==> config.mk <==
export PLATFORM = sky130hd
export DESIGN_NAME = control_sequencer
export DESIGN_NICKNAME = d
export VERILOG_FILES = /design/src/rtl/cpu_ctrl_pkg.sv /design/src/rtl/opcode_class_decode.sv /design/src/rtl/control_sequencer.sv
export SDC_FILE = /design/constraint.sdc
export NUM_CORES = 1
export LEC_CHECK = 0
export CAP_MARGIN = 30
export CORE_ASPECT_RATIO = 0.8
export CORE_UTILIZATION = 30
export CTS_BUF_LIST = sky130_fd_sc_hd__clkbuf_4
export CTS_CLUSTER_DIAMETER = 200
export DETAILED_ROUTE_END_ITERATION = 6
export GPL_TIMING_DRIVEN = 0
export PLACE_DENSITY = 0.87
export SYNTH_ARGS = -nofsm -noshare
export SYNTH_HDL_FRONTEND = slang
export SYNTH_SLANG_ARGS = --single-unit
export TNS_END_PERCENT = 50
==> constraint.sdc <==
create_clock -name clk -period 2.4 [get_ports clk]
set_clock_uncertainty 0.1 [all_clocks]
set_input_delay 0.36 -clock clk [delete_from_list [all_inputs] [get_ports clk]]
set_output_delay 0.36 -clock clk [all_outputs]
set_load 0.02 [all_outputs]
==> src/rtl/cpu_ctrl_pkg.sv <==
// Shared definitions for the control sequencer: opcodes, state encoding, op classes.
package cpu_ctrl_pkg;

   localparam int unsigned AluOpW = 5;

   typedef logic [AluOpW-1:0] opcode_t;

   localparam opcode_t OpAdd  = 5'b00011;
   localparam opcode_t OpSub  = 5'b00100;
   localparam opcode_t OpAnd  = 5'b00101;
   localparam opcode_t OpOr   = 5'b00110;
   localparam opcode_t OpAddi = 5'b01100;
   localparam opcode_t OpAndi = 5'b01101;
   localparam opcode_t OpOri  = 5'b01110;
   localparam opcode_t OpJr   = 5'b10100;
   localparam opcode_t OpNop  = 5'b11010;
   localparam opcode_t OpHalt = 5'b11011;

   typedef enum logic [2:0] {
      StT0   = 3'd0,
      StT1   = 3'd1,
      StT2   = 3'd2,
      StT3   = 3'd3,
      StT4   = 3'd4,
      StT5   = 3'd5,
      StHalt = 3'd6
   } state_t;

   typedef enum logic [2:0] {
      ClsRegAlu = 3'd0,
      ClsImm    = 3'd1,
      ClsJr     = 3'd2,
      ClsHalt   = 3'd3,
      ClsOther  = 3'd4
   } op_class_t;

endpackage

==> src/rtl/opcode_class_decode.sv <==
// Combinational classification of the instruction opcode.
module opcode_class_decode
   import cpu_ctrl_pkg::*;
(
   input  opcode_t   opcode,
   output op_class_t op_class
);

   // Map each opcode to the execute sequence it needs; unknown opcodes run as nop.
   always_comb begin
      op_class = ClsOther;
      case (opcode)
         OpAdd, OpSub, OpAnd, OpOr: op_class = ClsRegAlu;
         OpAddi, OpAndi, OpOri:     op_class = ClsImm;
         OpJr:                      op_class = ClsJr;
         OpHalt:                    op_class = ClsHalt;
         default:                   op_class = ClsOther;
      endcase
   end

endmodule

==> src/rtl/control_sequencer.sv <==
// Multi-cycle CPU control sequencer: fetch (T0-T2), execute (T3-T5), HALT.
module control_sequencer
   import cpu_ctrl_pkg::*;
(
   input  logic              clk,
   input  logic              reset,
   input  logic [31:0]       ir,
   input  logic              mem_ready,
   input  logic              stop,
   output logic              PCout,
   output logic              MARin,
   output logic              IncPC,
   output logic              Zin,
   output logic              Zlowout,
   output logic              PCin,
   output logic              Read,
   output logic              MDRin,
   output logic              MDRout,
   output logic              IRin,
   output logic              Yin,
   output logic              Cout,
   output logic              Gra,
   output logic              Grb,
   output logic              Grc,
   output logic              Rin,
   output logic              Rout,
   output logic              BAout,
   output logic [AluOpW-1:0] alu_op,
   output logic              run
);

   state_t    state, state_next;
   logic      first_t1;
   opcode_t   opcode;
   op_class_t op_class;

   assign opcode = ir[31:27];

   opcode_class_decode u_decode (
      .opcode   (opcode),
      .op_class (op_class)
   );

   // State register plus flag marking the first cycle of T1 (PC loads once per fetch).
   always_ff @(posedge clk) begin
      if (reset) begin
         state    <= StT0;
         first_t1 <= 1'b0;
      end else begin
         state    <= state_next;
         first_t1 <= (state == StT0) && !stop;
      end
   end

   // Next-state selection.
   always_comb begin
      state_next = state;
      case (state)
         StT0:    state_next = stop ? StT0 : StT1;
         StT1:    state_next = mem_ready ? StT2 : StT1;
         StT2:    state_next = StT3;
         StT3: begin
            case (op_class)
               ClsRegAlu, ClsImm: state_next = StT4;
               ClsHalt:           state_next = StHalt;
               default:           state_next = StT0;
            endcase
         end
         StT4:    state_next = StT5;
         StT5:    state_next = StT0;
         StHalt:  state_next = StHalt;
         default: state_next = StT0;
      endcase
   end

   // Output decode from current state and opcode; everything is forced low during reset.
   always_comb begin
      PCout   = 1'b0;
      MARin   = 1'b0;
      IncPC   = 1'b0;
      Zin     = 1'b0;
      Zlowout = 1'b0;
      PCin    = 1'b0;
      Read    = 1'b0;
      MDRin   = 1'b0;
      MDRout  = 1'b0;
      IRin    = 1'b0;
      Yin     = 1'b0;
      Cout    = 1'b0;
      Gra     = 1'b0;
      Grb     = 1'b0;
      Grc     = 1'b0;
      Rin     = 1'b0;
      Rout    = 1'b0;
      BAout   = 1'b0;
      alu_op  = '0;
      run     = !reset && (state != StHalt);
      if (!reset) begin
         case (state)
            StT0: begin
               if (!stop) begin
                  PCout = 1'b1;
                  MARin = 1'b1;
                  IncPC = 1'b1;
                  Zin   = 1'b1;
               end
            end
            StT1: begin
               Zlowout = 1'b1;
               PCin    = first_t1;
               Read    = 1'b1;
               MDRin   = 1'b1;
            end
            StT2: begin
               MDRout = 1'b1;
               IRin   = 1'b1;
            end
            StT3: begin
               case (op_class)
                  ClsRegAlu, ClsImm: begin
                     Grb  = 1'b1;
                     Rout = 1'b1;
                     Yin  = 1'b1;
                  end
                  ClsJr: begin
                     Gra  = 1'b1;
                     Rout = 1'b1;
                     PCin = 1'b1;
                  end
                  default: ;
               endcase
            end
            StT4: begin
               if (op_class == ClsRegAlu) begin
                  Grc    = 1'b1;
                  Rout   = 1'b1;
                  Zin    = 1'b1;
                  alu_op = opcode;
               end else if (op_class == ClsImm) begin
                  Cout   = 1'b1;
                  Zin    = 1'b1;
                  alu_op = opcode;
               end
            end
            StT5: begin
               Zlowout = 1'b1;
               Gra     = 1'b1;
               Rin     = 1'b1;
            end
            default: ;
         endcase
      end
   end

endmodule

==> results of run 1 <==
-- kinds of logic (layout without fill, tap and decap cells) --
group,Yosys count,after routing,synth area share (%)
buffers and inverters,13,47,14.6
and+or+nand+nor,38,38,47.1
xor gates and xnor gates,1,1,1.65
DFF,4,4,15.1
muxes,2,2,3.76
other,1,2,0.705
AOI/OAI and AO/OA,14,14,17.2
-- Yosys cell counts (2+ instances only) --
| cell | number | share of area [%] |
|---|---|---|
| nand3_1 | 2 | 1.9 |
| nand2_1 | 4 | 2.8 |
| o21ai_0 | 3 | 2.8 |
| buf_4 | 7 | 9.9 |
| buf_2 | 2 | 1.9 |
| mux2i_1 | 2 | 3.8 |
| and4b_1 | 2 | 3.8 |
| clkbuf_1 | 2 | 1.4 |
| and2_2 | 5 | 7.1 |
| a21oi_1 | 4 | 3.8 |
| nor2_1 | 7 | 4.9 |
| nand2b_1 | 3 | 3.5 |
| nor3_1 | 5 | 4.7 |
| inv_1 | 2 | 1.4 |
| dfxtp_1 | 4 | 15 |
| nor4b_1 | 3 | 4.9 |
-- stage by stage --
step / cell area [um^2] / setup slack (ns)
finish: 892 / 0.0633
global route: 892 / -0.0301
CTS: 903 / 0.00277
detailed placement: 863 / -0.551
global placement: 863 / -0.509
floorplan: 536 / 0.0710
-- worst max-delay path, delay by kind of cell --
family | cells | cell delay (ns)
buffers and inverters | 3 | 0.72
AND/OR/NAND/NOR | 3 | 0.68
AO/OA/AOI/OAI | 1 | 0.11
-- path summary, 6_finish.rpt --
| path | endpoint | slack, ns |
|---|---|---|
| setup / recovery | alu_op[1] | 0.06 |
| hold / removal | state[2] | 0.52 |
| setup reg to reg | state[0] | 1.02 |
| hold reg to reg | state[2] | 0.52 |
-- power by group through the flow --
stage | clock [mW] | sequential (mW) | combinational, mW
after floorplan | 0 | 0.0741 | 0.0652
after global placement | 0 | 0.0744 | 0.109
final | 0.0836 | 0.0740 | 0.114
after global routing | 0.0946 | 0.0745 | 0.124
after CTS | 0.0868 | 0.0737 | 0.112
after detailed placement | 0 | 0.0747 | 0.112
-- cell type report --
class | instances | area [um^2] | area share (%)
multi-input combinational | 57 | 417 | 46.7
timing repair buffer | 31 | 264 | 29.6
sequential | 4 | 80.1 | 8.98
buffer | 11 | 73.8 | 8.27
tap | 22 | 27.5 | 3.09
clock buffer | 3 | 22.5 | 2.52
inverter | 2 | 7.51 | 0.842
-- routing by layer --
layer	GRT usage, %	share of wire, %	vias to the layer above
met5	0	0	-
met4	7.35	0	0
met3	4.65	5.1	0
met2	29.1	49	22
met1	20.3	46	276
li1	-	-	319
-- registers in the layout (all words and copies together), names as in the netlist --
register	flops
state	3
first_t1	1
-- timing repair --
action / CTS / global route
gates resized for setup: 36 / 17
setup endpoints to repair: 21 / 11
hold buffers: 0 / 0
buffers inserted: 1 / 0
pin swaps: 2 / 0
==> metrics.cfg, run 1 <==
[status]
status=finished clean

[power]
switchingPower_mw=0.0933
p_seq_share_pct=27.2
pwr-share-comb_pct=42.0
powerDensity_nw_per_um2=305
p_int_mw=0.178
swShare_pct=34.4
leakagePower_nw=0.448
ir_worst_vdd_v=0.000162
power.share.clock_pct=30.8
power_mw=0.272

[clocking]
cts-root-buf=clkbuf_4
cts_buffers=3
insertion_delay_ns=0.24
path_clk_slew_ns=0.03
clock_path_buffers=2
cts_tree=done
h-tree-depth=1
cts_sinks=4

[hold_path]
min_from=state[2]
min_path_type=flop to flop
min_path_cells=2

[global_route]
grt_usage_pct=17.0
gr-total-overflow=0
grt_pass1_vias=575
grt_max_degree=11
antenna_found_initial=0
grt_pass1_wl_um=2440

[timing]
max_clock_freq_mhz=428
timing.hold.ws_ns=0.520
post-route-period-util_pct=97.4
fin_tns_setup_ns=0
slew_viol_final=0
period_needed_ns=2.34
hold_violations=0
setup_violations=0
rsz0062_at_grt=true

[logic_synthesis]
synthArstFlopShare_pct=0
ys_warn_count=0
ys_ff_latch=4
syn_area_um2=532
synth-edff-count=0
ys_seq_area_share_pct=15.1
synth_ff_type=dfxtp_1
avgSynthCellArea_um2=7.28
synth_cell_types=32
synth_cells=73

[worst_setup_path]
critPathSlowestCell=and4bb_2
end_kind=output pin
cp_max_fo=7
r2r_start=state[2]
startpoint_type=input port
reg2reg_depth=5
worstPathRequired_ns=1.94
startpoint=ir[30]
crit_type=input port to output pin
crit_arrival_ns=1.88
max_stage_delay_ns=0.35
path_cells=dlygate4sd2_1 > and4bb_2 > o21bai_4 > nor4_4 > buf_4 > and2_2 > clkdlybuf4s15_2

[floorplan]
fp.dieW_um=49.1
pin_count=60
die_area_um2=1950
start_util_pct=32.4
die_h_um=39.7
rows=13
fp.coreArea_um2=1640

[finish]
drive_gt1_share_pct=35.2
area_growth_pct=67.8
layout_common_cells=buf_4 (12), dlygate4sd2_1 (12), nor2_1 (6)
final_cells=130
utilization_pct=54.3
fill_cells=154
fin_nets=146
diodes=0

[placement]
io_buffers=30
hpwl_um=1060
routabilityCongestion=0.804
dp_cells=126

[route]
detail_route.iter0.violations=18
drcViolationCount=0
via_count=617
wirelength_um=1480
dr.pass1.iters=4
drt-wirelength-per-cell_um=11.4
ant_nets=0
via_per_inst=4.75

[run]
cap_viol_max_count=0

No activity file was read; power rests on OpenSTA's default activity.
==> run 2, diff against run 1 <==
- TNS_END_PERCENT: 50 -> 1
==> results of run 2 <==
No change in the layout: final DEF, timing and power equal those of run 1.
